### src/rtl/wb_pkg.sv
// Shared definitions for the writeback unit.
// Contents: register-file geometry (XLEN, REG_ADDR_W, NUM_REGS),
// the wb_write_t record {rd, data}, and a one-hot decode helper.
package wb_pkg;

  localparam int XLEN       = 32;
  localparam int REG_ADDR_W = 5;
  localparam int NUM_REGS   = 32;

  typedef struct packed {
    logic [REG_ADDR_W-1:0] rd;
    logic [XLEN-1:0]       data;
  } wb_write_t;

  function automatic logic [NUM_REGS-1:0] rd_onehot(input logic [REG_ADDR_W-1:0] rd);
    logic [NUM_REGS-1:0] m;
    m     = '0;
    m[rd] = 1'b1;
    return m;
  endfunction

endpackage

### src/rtl/writeback_unit_if.sv
// Bus bundle for the writeback unit.
// ALU result channel (alu_valid/alu_rd/alu_data -> alu_ready),
// load request channel (ld_req_valid/ld_req_rd -> ld_req_ready),
// load response channel (ld_rsp_valid/ld_rsp_data, no backpressure),
// register-file write port (RUWr/Rd/DataWr) and busy_mask scoreboard.
// master: the pipeline/bench side; slave: the writeback unit.
interface writeback_unit_if;
  import wb_pkg::*;

  logic                  alu_valid;
  logic [REG_ADDR_W-1:0] alu_rd;
  logic [XLEN-1:0]       alu_data;
  logic                  alu_ready;

  logic                  ld_req_valid;
  logic [REG_ADDR_W-1:0] ld_req_rd;
  logic                  ld_req_ready;

  logic                  ld_rsp_valid;
  logic [XLEN-1:0]       ld_rsp_data;

  logic                  RUWr;
  logic [REG_ADDR_W-1:0] Rd;
  logic [XLEN-1:0]       DataWr;
  logic [NUM_REGS-1:0]   busy_mask;

  modport master (
    output alu_valid, alu_rd, alu_data, ld_req_valid, ld_req_rd,
           ld_rsp_valid, ld_rsp_data,
    input  alu_ready, ld_req_ready, RUWr, Rd, DataWr, busy_mask
  );

  modport slave (
    input  alu_valid, alu_rd, alu_data, ld_req_valid, ld_req_rd,
           ld_rsp_valid, ld_rsp_data,
    output alu_ready, ld_req_ready, RUWr, Rd, DataWr, busy_mask
  );

endinterface

### src/rtl/wb_rd_fifo.sv
// In-order FIFO of pending load destination registers.
// Ports: clk, rst (sync, active-high), push/push_rd, pop, head_rd,
// full, empty, and every slot's entry plus valid bit so the parent
// can build the busy scoreboard. Caller never pushes when full nor
// pops when empty. Pointers carry one extra wrap bit so full and
// empty are distinguishable.
module wb_rd_fifo
  import wb_pkg::*;
#(
  parameter int DEPTH = 4
) (
  input  logic                             clk,
  input  logic                             rst,
  input  logic                             push,
  input  logic [REG_ADDR_W-1:0]            push_rd,
  input  logic                             pop,
  output logic [REG_ADDR_W-1:0]            head_rd,
  output logic                             full,
  output logic                             empty,
  output logic [DEPTH-1:0][REG_ADDR_W-1:0] entries,
  output logic [DEPTH-1:0]                 valid
);

  localparam int PTR_W = $clog2(DEPTH);

  logic [PTR_W:0] wr_ptr;
  logic [PTR_W:0] rd_ptr;

  assign empty   = (wr_ptr == rd_ptr);
  assign full    = (wr_ptr[PTR_W] != rd_ptr[PTR_W]) &&
                   (wr_ptr[PTR_W-1:0] == rd_ptr[PTR_W-1:0]);
  assign head_rd = entries[rd_ptr[PTR_W-1:0]];

  always_ff @(posedge clk) begin
    if (rst) begin
      wr_ptr <= '0;
      rd_ptr <= '0;
      valid  <= '0;
    end else begin
      if (push) begin
        wr_ptr                    <= wr_ptr + 1'b1;
        valid[wr_ptr[PTR_W-1:0]] <= 1'b1;
      end
      if (pop) begin
        rd_ptr                    <= rd_ptr + 1'b1;
        valid[rd_ptr[PTR_W-1:0]] <= 1'b0;
      end
    end
  end

  // Slot payload needs no reset: it is only ever observed through valid.
  always_ff @(posedge clk) begin
    if (push) entries[wr_ptr[PTR_W-1:0]] <= push_rd;
  end

endmodule

### src/rtl/writeback_unit.sv
// Writeback unit: arbitrates ALU results and in-order load responses
// onto a single registered register-file write port.
// Ports: clk, rst (sync, active-high), bus (writeback_unit_if.slave),
// and proto_err when WB_PROTO_CHECK_EN is defined (sticky flag for a
// response with nothing pending or a request while the queue is full).
// Load responses win over ALU results; an ALU result whose rd has a
// pending load is stalled so writes to one register stay ordered.
module writeback_unit
  import wb_pkg::*;
#(
  parameter int FIFO_DEPTH = 4
) (
  input  logic             clk,
  input  logic             rst,
  writeback_unit_if.slave  bus
`ifdef WB_PROTO_CHECK_EN
  ,
  output logic             proto_err
`endif
);

  logic                                  full;
  logic                                  empty;
  logic [REG_ADDR_W-1:0]                 head_rd;
  logic [FIFO_DEPTH-1:0][REG_ADDR_W-1:0] entries;
  logic [FIFO_DEPTH-1:0]                 valid;
  logic                                  push;
  logic                                  pop;
  logic                                  alu_accept;
  logic [NUM_REGS-1:0]                   busy;
  wb_write_t                             wr_sel;
  wb_write_t                             wr_p1;
  logic                                  we_p1;

  // A response arriving on an empty queue is dropped, even if a request
  // is entering in the same cycle; ready reflects the pre-edge state only.
  assign push = bus.ld_req_valid && !full  && !rst;
  assign pop  = bus.ld_rsp_valid && !empty && !rst;

  wb_rd_fifo #(.DEPTH(FIFO_DEPTH)) u_fifo (
    .clk     (clk),
    .rst     (rst),
    .push    (push),
    .push_rd (bus.ld_req_rd),
    .pop     (pop),
    .head_rd (head_rd),
    .full    (full),
    .empty   (empty),
    .entries (entries),
    .valid   (valid)
  );

  always_comb begin
    busy = '0;
    for (int i = 0; i < FIFO_DEPTH; i++) begin
      if (valid[i]) busy = busy | rd_onehot(entries[i]);
    end
    busy[0] = 1'b0;
  end

  assign bus.busy_mask    = busy;
  assign bus.ld_req_ready = !full && !rst;
  assign bus.alu_ready    = !rst && !pop && !busy[bus.alu_rd];
  assign alu_accept       = bus.alu_valid && bus.alu_ready;

  always_comb begin
    wr_sel.rd   = bus.alu_rd;
    wr_sel.data = bus.alu_data;
    if (pop) begin
      wr_sel.rd   = head_rd;
      wr_sel.data = bus.ld_rsp_data;
    end
  end

  // Stage p1: registered write port; x0 writes are consumed with enable low.
  always_ff @(posedge clk) begin
    if (rst) begin
      we_p1 <= 1'b0;
      wr_p1 <= '0;
    end else begin
      we_p1 <= (pop || alu_accept) && (wr_sel.rd != '0);
      if (pop || alu_accept) wr_p1 <= wr_sel;
    end
  end

  assign bus.RUWr   = we_p1;
  assign bus.Rd     = wr_p1.rd;
  assign bus.DataWr = wr_p1.data;

`ifdef WB_PROTO_CHECK_EN
  always_ff @(posedge clk) begin
    if (rst) proto_err <= 1'b0;
    else if ((bus.ld_rsp_valid && empty) || (bus.ld_req_valid && full))
      proto_err <= 1'b1;
  end
`endif

endmodule

### src/flat_wrapper.sv
// flat-port wrapper written by rule: the top's interface ports become plain ports
module writeback_unit_flat import wb_pkg::*;
#(
  parameter int FIFO_DEPTH = 4
)
  (clk, rst, bus_alu_valid, bus_alu_rd, bus_alu_data, bus_ld_req_valid, bus_ld_req_rd, bus_ld_rsp_valid, bus_ld_rsp_data, bus_alu_ready, bus_ld_req_ready, bus_RUWr, bus_Rd, bus_DataWr, bus_busy_mask);
  writeback_unit_if bus_i ();
  input  logic clk;
  input  logic rst;
  input wire logic [$bits(bus_i.alu_valid)-1:0] bus_alu_valid;
  input wire logic [$bits(bus_i.alu_rd)-1:0] bus_alu_rd;
  input wire logic [$bits(bus_i.alu_data)-1:0] bus_alu_data;
  input wire logic [$bits(bus_i.ld_req_valid)-1:0] bus_ld_req_valid;
  input wire logic [$bits(bus_i.ld_req_rd)-1:0] bus_ld_req_rd;
  input wire logic [$bits(bus_i.ld_rsp_valid)-1:0] bus_ld_rsp_valid;
  input wire logic [$bits(bus_i.ld_rsp_data)-1:0] bus_ld_rsp_data;
  output wire logic [$bits(bus_i.alu_ready)-1:0] bus_alu_ready;
  output wire logic [$bits(bus_i.ld_req_ready)-1:0] bus_ld_req_ready;
  output wire logic [$bits(bus_i.RUWr)-1:0] bus_RUWr;
  output wire logic [$bits(bus_i.Rd)-1:0] bus_Rd;
  output wire logic [$bits(bus_i.DataWr)-1:0] bus_DataWr;
  output wire logic [$bits(bus_i.busy_mask)-1:0] bus_busy_mask;
  assign bus_i.alu_valid = bus_alu_valid;
  assign bus_i.alu_rd = bus_alu_rd;
  assign bus_i.alu_data = bus_alu_data;
  assign bus_i.ld_req_valid = bus_ld_req_valid;
  assign bus_i.ld_req_rd = bus_ld_req_rd;
  assign bus_i.ld_rsp_valid = bus_ld_rsp_valid;
  assign bus_i.ld_rsp_data = bus_ld_rsp_data;
  assign bus_alu_ready = bus_i.alu_ready;
  assign bus_ld_req_ready = bus_i.ld_req_ready;
  assign bus_RUWr = bus_i.RUWr;
  assign bus_Rd = bus_i.Rd;
  assign bus_DataWr = bus_i.DataWr;
  assign bus_busy_mask = bus_i.busy_mask;
  writeback_unit #(.FIFO_DEPTH(FIFO_DEPTH)) u_core (.clk(clk), .rst(rst), .bus(bus_i));
endmodule
### config.mk
export PLATFORM = sky130hd
export DESIGN_NAME = writeback_unit_flat
export DESIGN_NICKNAME = d
export VERILOG_FILES = /design/src/rtl/wb_pkg.sv /design/src/rtl/writeback_unit_if.sv /design/src/rtl/wb_rd_fifo.sv /design/src/rtl/writeback_unit.sv /design/src/flat_wrapper.sv
export SDC_FILE = /design/constraint.sdc
export NUM_CORES = 1
export LEC_CHECK = 0
export BUFFER_PORTS_ARGS = -buffer_cell sky130_fd_sc_hd__buf_2
export CAP_MARGIN = 0
export CORE_MARGIN = 5
export CORE_UTILIZATION = 55
export CTS_CLUSTER_DIAMETER = 80
export DETAILED_ROUTE_END_ITERATION = 8
export PLACE_DENSITY_LB_ADDON = 0.15
export SYNTH_ARGS = -nofsm -noshare
export SYNTH_HDL_FRONTEND = slang
export SYNTH_HIERARCHICAL = 1
export SYNTH_SLANG_ARGS = --single-unit
### constraint.sdc
create_clock -name clk -period 4.3 [get_ports clk]
set_input_delay 0.215 -clock clk [delete_from_list [all_inputs] [get_ports clk]]
set_output_delay 0.215 -clock clk [all_outputs]
set_load 0.02 [all_outputs]
Word-level counts from Yosys, hierarchy flattened:

Cells that the tools add are included.

* register bits after elaboration: 68
* bits in latches: 0
* RAM bits: 0
* memory bits (read-only): 0
* input bits: 79
* output and inout port bits: 72
* logic and storage cells: 84
* memories: 0

* $add $sub $neg: 2
* multiply operators: 0
* divide/modulo/power cells: 0
* order comparisons: 13
* equal/unequal tests: 3
* shift operators: 0
* muxes and demuxes: 27
* bitwise operators: 6
* reduce and logical (&&, ||, !) cells: 23

Operator list (number)
* $mux W32: 4
* $or A32 B32 Y32: 3
* $mux W37: 1
* $lt A5 B6 Y1 const B: 5
* $bwmux W20: 1
* $demux W1 S5: 4
* $ge A5 B1 Y1 const B: 4
* $logic_and A1 B1 Y1: 16
* $mux W4: 3
* $bmux W5 S2: 1
* $demux W5 S2: 1
* $mux W5: 2
* $mux W1: 7
* $add A3 B1 Y3 const B: 2
* $lt A2 B3 Y1 const B: 2
* $bmux W1 S5: 1
* $logic_not A1 Y1: 5
* $reduce_bool A5 Y1: 1
* $and A4 B4 Y4: 1
* $demux W1 S2: 2
* $ge A2 B1 Y1 const B: 2
* $not A4 Y4: 1
* $or A4 B4 Y4: 1
* $eq A3 B3 Y1: 1
* other kinds (3): 3

Longest topological paths before layout:

* depth after elaboration: 18
* mapped depth: 12
* depth with buffers taken out: 9

Cells and area by module:

The synthesis kept the hierarchy.

By module, submodules not included
* writeback_unit: instances 1, cells each 404, area each 3244.4 um2, sequential area each 760.7 um2
* wb_rd_fifo: instances 1, cells each 83, area each 1270.0 um2, sequential area each 800.8 um2

Worst setup path after synthesis:

No wires, ideal clock.

* kind: reg-to-reg
* start: reg u_core/u_fifo/entries[12] (netlist name)
* end: reg u_core.wr_p1 (netlist bit u_core/bus.DataWr[10])
* library setup time: 0.086 ns
* arrival time: 2.870 ns
* required time: 4.214 ns
* slack: 1.344 ns
* cell stages (with the launch flop): 11
* buffers on the path: 2
* period minus slack after synthesis: 2.956 ns
* cell sequence: edfxtp_1 > or4b_1 > o211ai_1 > mux2_2 > a221oi_2 > o311ai_2 > a21oi_2 > buf_6 > buf_12 > mux2i_1 > a211oi_1

* cells in the longest elaborated chain, start to end: 14
* elaborated cells between the ends (all ways): 15
* those cells by class: order compare: 2; mux: 6; bitwise: 2; reduce/logical: 5

Ends and longest elaborated chain
* from (decl): RTL line wb_rd_fifo.sv:20 `output logic [DEPTH-1:0][REG_ADDR_W-1:0] entries,`
* from (signal, indexed assignment): RTL line wb_rd_fifo.sv:53 `if (push) entries[wr_ptr[PTR_W-1:0]] <= push_rd;`
* $lt A5 B6 Y1 (implied by the code) or $ge A5 B1 Y1 (tied branches): RTL line wb_pkg.sv:18 `m[rd] = 1'b1;`
* $logic_and A1 B1 Y1 (implied by the code): RTL line wb_pkg.sv:18
* $mux W1 (implied by the code): RTL line wb_pkg.sv:18
* $demux W1 S5 *
* $or A32 B32 Y32 *: RTL line writeback_unit.sv:56 `if (valid[i]) busy = busy | rd_onehot(entries[i]);`
* $mux W32 *: RTL line writeback_unit.sv:56
* $or A32 B32 Y32: RTL line writeback_unit.sv:56
* $mux W32 *: RTL line writeback_unit.sv:56
* named net bus_busy_mask[1]: RTL line flat_wrapper.sv:22 `output wire logic [$bits(bus_i.busy_mask)-1:0] bus_busy_mask;`
* $bmux W1 S5 *: RTL line writeback_unit.sv:63 `assign bus.alu_ready = !rst && !pop && !busy[bus.alu_rd];`
* $mux W1 (implied by the code) *: RTL line writeback_unit.sv:63
* $logic_not A1 Y1 *: RTL line writeback_unit.sv:63
* $logic_and A1 B1 Y1 *: RTL line writeback_unit.sv:63
* $logic_and A1 B1 Y1 *: RTL line writeback_unit.sv:64 `assign alu_accept = bus.alu_valid && bus.alu_ready;`
* $logic_or A1 B1 Y1 *: RTL line writeback_unit.sv:82 `if (pop || alu_accept) wr_p1 <= wr_sel;`
* to (signal assigned): RTL line writeback_unit.sv:82
* to (decl): RTL line writeback_unit.sv:32 `wb_write_t wr_p1;`

The timed path passes the listed nets; every way through them passes the cells marked *. The select of a mux whose other input is x is not followed.
A chain may end at the register's enable or synchronous reset.

Worst setup path in the final report:

* start: reg u_core/u_fifo/entries[10] (netlist name)
* end: reg u_core.wr_p1 (netlist bit u_core/bus.DataWr[25])

* cells in the longest elaborated chain, start to end: 14
* elaborated cells between the ends (all ways): 15
* those cells by class: order compare: 2; mux: 6; bitwise: 2; reduce/logical: 5

Ends and longest elaborated chain (RTL line)
* $lt A5 B6 Y1 (implied by the code) or $ge A5 B1 Y1 (tied branches): wb_pkg.sv:18
* $logic_and A1 B1 Y1 (implied by the code): wb_pkg.sv:18
* $mux W1 (implied by the code): wb_pkg.sv:18
* $demux W1 S5 *
* $or A32 B32 Y32 *: writeback_unit.sv:56
* $mux W32 *: writeback_unit.sv:56
* $or A32 B32 Y32: writeback_unit.sv:56
* $mux W32 *: writeback_unit.sv:56
* $bmux W1 S5 *: writeback_unit.sv:63
* $mux W1 (implied by the code) *: writeback_unit.sv:63
* $logic_not A1 Y1 *: writeback_unit.sv:63
* $logic_and A1 B1 Y1 *: writeback_unit.sv:63
* $logic_and A1 B1 Y1 *: writeback_unit.sv:64
* $logic_or A1 B1 Y1 *: writeback_unit.sv:82

Mark *: on every way between the ends. The rest lies on a longest branch, timed or not. The select of a mux whose other input is x is not followed.

==> run_results.csv <==
group,metric,value,unit
place,dp_slack,923,ps
synthesis,ys_types,67,
critical_path,setup.worst_path.start_class,"flop",
sta,layout_min_cycle_time,3440,ps
synthesis,postSynthNetCount,574,
clock_network,tritoncts,"built",
power_and_ir_drop,p_comb_frac,0.212,
floorplanning,die_height,101,um
floorplanning,fp-row-count,33,
drt,postRouteWirelength,15.3,mm
floorplanning,die_width,101,um
final_layout,area_delta_synth_final,20.1,%
final_layout,sequential_cell_area_in_the_final_layout,1560,um^2
sta,final.setup.worst_slack,861,ps
min_path,hp-class,"in -> reg",
drt,dr.pass1.iters,5,
clock_network,cts_repair_resize_count,0,
clock_network,cts_post_setup_buffers_inserted,0,
synthesis,synth.yosys.warnings,6,
place,io_buffers,149,
power_and_ir_drop,clkPwrFrac,0.338,
floorplanning,design.portCount,151,
global_route,grt_max_degree,52,
power_and_ir_drop,p_per_area,306,nW/um^2
synthesis,synth-async-reset-ratio,0,
synthesis,synth-edff-count,20,
global_route,global_route_wire_length_before_repair,23.8,mm
clock_network,clk-insertion-delay-late,330,ps
synthesis,syn_area_per_cell,9.27,um^2
clock_network,cts_buffers,9,
sta,hold_ws,102,ps
critical_path,cp_slowest_cell,"sky130_fd_sc_hd__edfxtp_1",
run_status,status,"finished, final reports clean",
clock_network,cts.clk_slew.worst_paths,70,ps
clock_network,post_cts_hold_buffer_count,0,
final_layout,n_antenna_cell,0,
final_layout,mostFrequentLayoutCell,"sky130_fd_sc_hd__buf_2",
place,finalWeightedCongestion,1.05,
clock_network,cts.sink_count,68,
sta,number_of_endpoints_with_negative_hold_slack_in_the_final_report,0,
synthesis,synth_top_flop_cell,"sky130_fd_sc_hd__dfxtp_1",
global_route,globalRouteOverflowTotal,0,
sta,timing.fmax,291,MHz
drt,routed-via-count,4701,
floorplanning,die-area,10100,um^2
final_layout,drive_gt1_frac,0.300,
place,dpl.hpwl,11.7,mm
global_route,first_global_vias,4562,
critical_path,setup.worst_path.class,"reg -> reg",
drt,wl_per_cell,21.1,um
power_and_ir_drop,switchingPower,0.000491,W
global_route,gr-usage-all-layers,0.298,
synthesis,mappedNetlistArea,4510,um^2
drt,detail_route.iter0.violations,479,
sta,max_slew.worst_pin.slew,969,ps
power_and_ir_drop,netSwitchingFraction,0.296,
final_layout,fillCellCount,696,
critical_path,worstPathRequired,4470,ps
final_layout,stdcell_area,5420,um^2
final_layout,fin_nets,701,
sta,final_max_slew_viol_count,0,
drt,postRouteAntennaNets,0,
drt,route.detailed.vias_per_inst,6.49,
critical_path,arrival,3610,ps
sta,fin_crit_sh,0.800,
synthesis,synth-seq-cells,68,
power_and_ir_drop,cell_internal_pwr,0.00117,W
clock_network,cts-root-buf,"sky130_fd_sc_hd__clkbuf_8",
sta,setup_viol_count_final,0,
power_and_ir_drop,vdd_drop_max,302,uV
critical_path,critical_path_cell_by_cell,"nand2_1 -> o22ai_1 -> a221o_1 -> mux2_2 -> a221oi_2 -> o311ai_2 -> a21oi_4 -> buf_4 -> mux2i_1 -> a211oi_1",
drt,remaining_drc_errors,0,
sta,finClkSkew,12.1,ps
clock_network,cts_buffer_depth,2,
sta,grt_setup_unrepaired,"no",
power_and_ir_drop,total_power_of_the_final_layout,0.00166,W
critical_path,max_stage_delay,520,ps
final_layout,multiInputGateArea,2710,um^2
flow_run,cap_violations,0,
floorplanning,fp.coreArea,8090,um^2
synthesis,synth_sequential_area_ratio,0.346,
sta,final.setup.tns,0,ps
power_and_ir_drop,total_leakage_power,2.33,nW
synthesis,postSynthCellCount,487,
place,postPlaceCellArea,5210,um^2
power_and_ir_drop,pwr-share-seq,0.450,
floorplanning,floorplan.initialDensity,0.558,
global_route,grt_antenna_before_repair,0,
critical_path,worst_setup_path_end_kind,"flop",
final_layout,mostFrequentLayoutCells,"sky130_fd_sc_hd__buf_2, sky130_fd_sc_hd__nor2_1, sky130_fd_sc_hd__dfxtp_1, sky130_fd_sc_hd__mux2i_1, sky130_fd_sc_hd__a211oi_1",
sta,max_slew_margin,0.345,
clock_network,cts-htree-levels,3,
critical_path,worst-path-max-fanout,37,
metrics by stage:
| step | std cells | util |
|---|---|---|
| 2_1_floorplan | 487 | - |
| 3_3_place_gp | 708 | 0.644 |
| 3_5_place_dp | 708 | 0.644 |
| 4_1_cts | 724 | 0.670 |
| 5_1_grt | 724 | 0.670 |
| 6_report | 724 | 0.670 |
final cells by class:
type / count / share of cell area
Clock buffer: 13 / 0.0314
Clock inverter: 3 / 0.00761
Inverter: 7 / 0.00485
Multi-Input combinational cell: 374 / 0.500
Sequential cell: 68 / 0.288
Tap cell: 105 / 0.0242
Timing Repair Buffer: 154 / 0.144
worst max-delay path: cells and delay by family (launching register included):
family / cells / cell delay, ps
buffers and inverters: 1 / 510
DFF: 1 / 520
AOI/OAI and AO/OA: 6 / 1320
and+or+nand+nor: 1 / 310
muxes: 2 / 590
Yosys cell counts, drive strengths merged (2+ instances only):
cell type	n	area, um^2
a21bo	2	20.0
nand3b	2	15.0
and4b	2	20.0
or2	8	50.1
o22ai	19	119
mux4	5	113
nand4bb	2	22.5
a21oi	16	83.8
nor3b	5	37.5
o211ai	4	30.0
nor4	2	12.5
nand4	2	12.5
nor4bb	6	60.1
nor2b	10	62.6
a22oi	12	90.1
buf	17	149
a211o	8	71.3
nand3	2	10.0
nor4b	2	17.5
xor2	2	17.5
o211a	2	20.0
and4	2	17.5
dfxtp	48	961
nor2	63	236
a31oi	4	25.0
nand4b	8	70.1
mux2i	39	390
and2	9	57.6
a211oi	38	285
nand2b	11	68.8
a221o	10	100
ha	8	100
nand2	22	82.6
a22o	6	52.6
xnor2	3	26.3
o221ai	2	17.5
o21a	5	37.5
or4b	2	20.0
edfxtp	20	601
inv	6	22.5
nor3	10	50.1
a2111oi	4	35.0
clkbuf	21	78.8
a221oi	2	23.8
registers in the layout, summed over array words and instances (netlist names):
name,cells
u_core/u_fifo/rd_ptr,3
u_core/u_fifo/entries,20
u_core/u_fifo/wr_ptr,3
u_core/u_fifo/valid,4
u_core/bus.DataWr,32
u_core/bus.Rd,5
u_core/bus.RUWr,1
per-layer routing:
layer,GRT usage,vias up,part of all wire
li1,-,2140,-
met1,0.386,2185,0.38
met2,0.465,304,0.46
met3,0.0678,72,0.11
met4,0.149,0,0.048
met5,0,-,0
power by group through the flow:
| stage | Clock [W] | Combinational [W] | Sequential (W) |
|---|---|---|---|
| detailed placement | 0 | 0.000348 | 0.000761 |
| global placement | 0 | 0.000340 | 0.000758 |
| floorplan | 0 | 0.000188 | 0.000807 |
| global route | 0.000602 | 0.000381 | 0.000755 |
| finish | 0.000561 | 0.000352 | 0.000748 |
| CTS | 0.000565 | 0.000352 | 0.000748 |
logic make-up after synthesis:
family          Yosys count  synth area share
buf+inv                  45            0.0563
fa+ha+maj                 8            0.0222
other cells               1          0.000831
mux                      45             0.114
flops                    68             0.346
simple gates            173             0.211
xor+xnor                  5           0.00970
compound gates          142             0.240
path summary, 6_finish.rpt:
path,from,slack [ps],to,depth (start not counted)
max,u_core/u_fifo/entries[10]$_DFFE_PP_,860,u_core/bus.DataWr[25]$_SDFFE_PP0P_,10
max reg2reg,u_core/u_fifo/entries[10]$_DFFE_PP_,860,u_core/bus.DataWr[25]$_SDFFE_PP0P_,10
min,bus_ld_req_rd[2],100,u_core/u_fifo/entries[7]$_DFFE_PP_,1
min reg2reg,u_core/bus.DataWr[19]$_SDFFE_PP0P_,560,u_core/bus.DataWr[19]$_SDFFE_PP0P_,2
No activity file was read; power rests on OpenSTA's default activity.
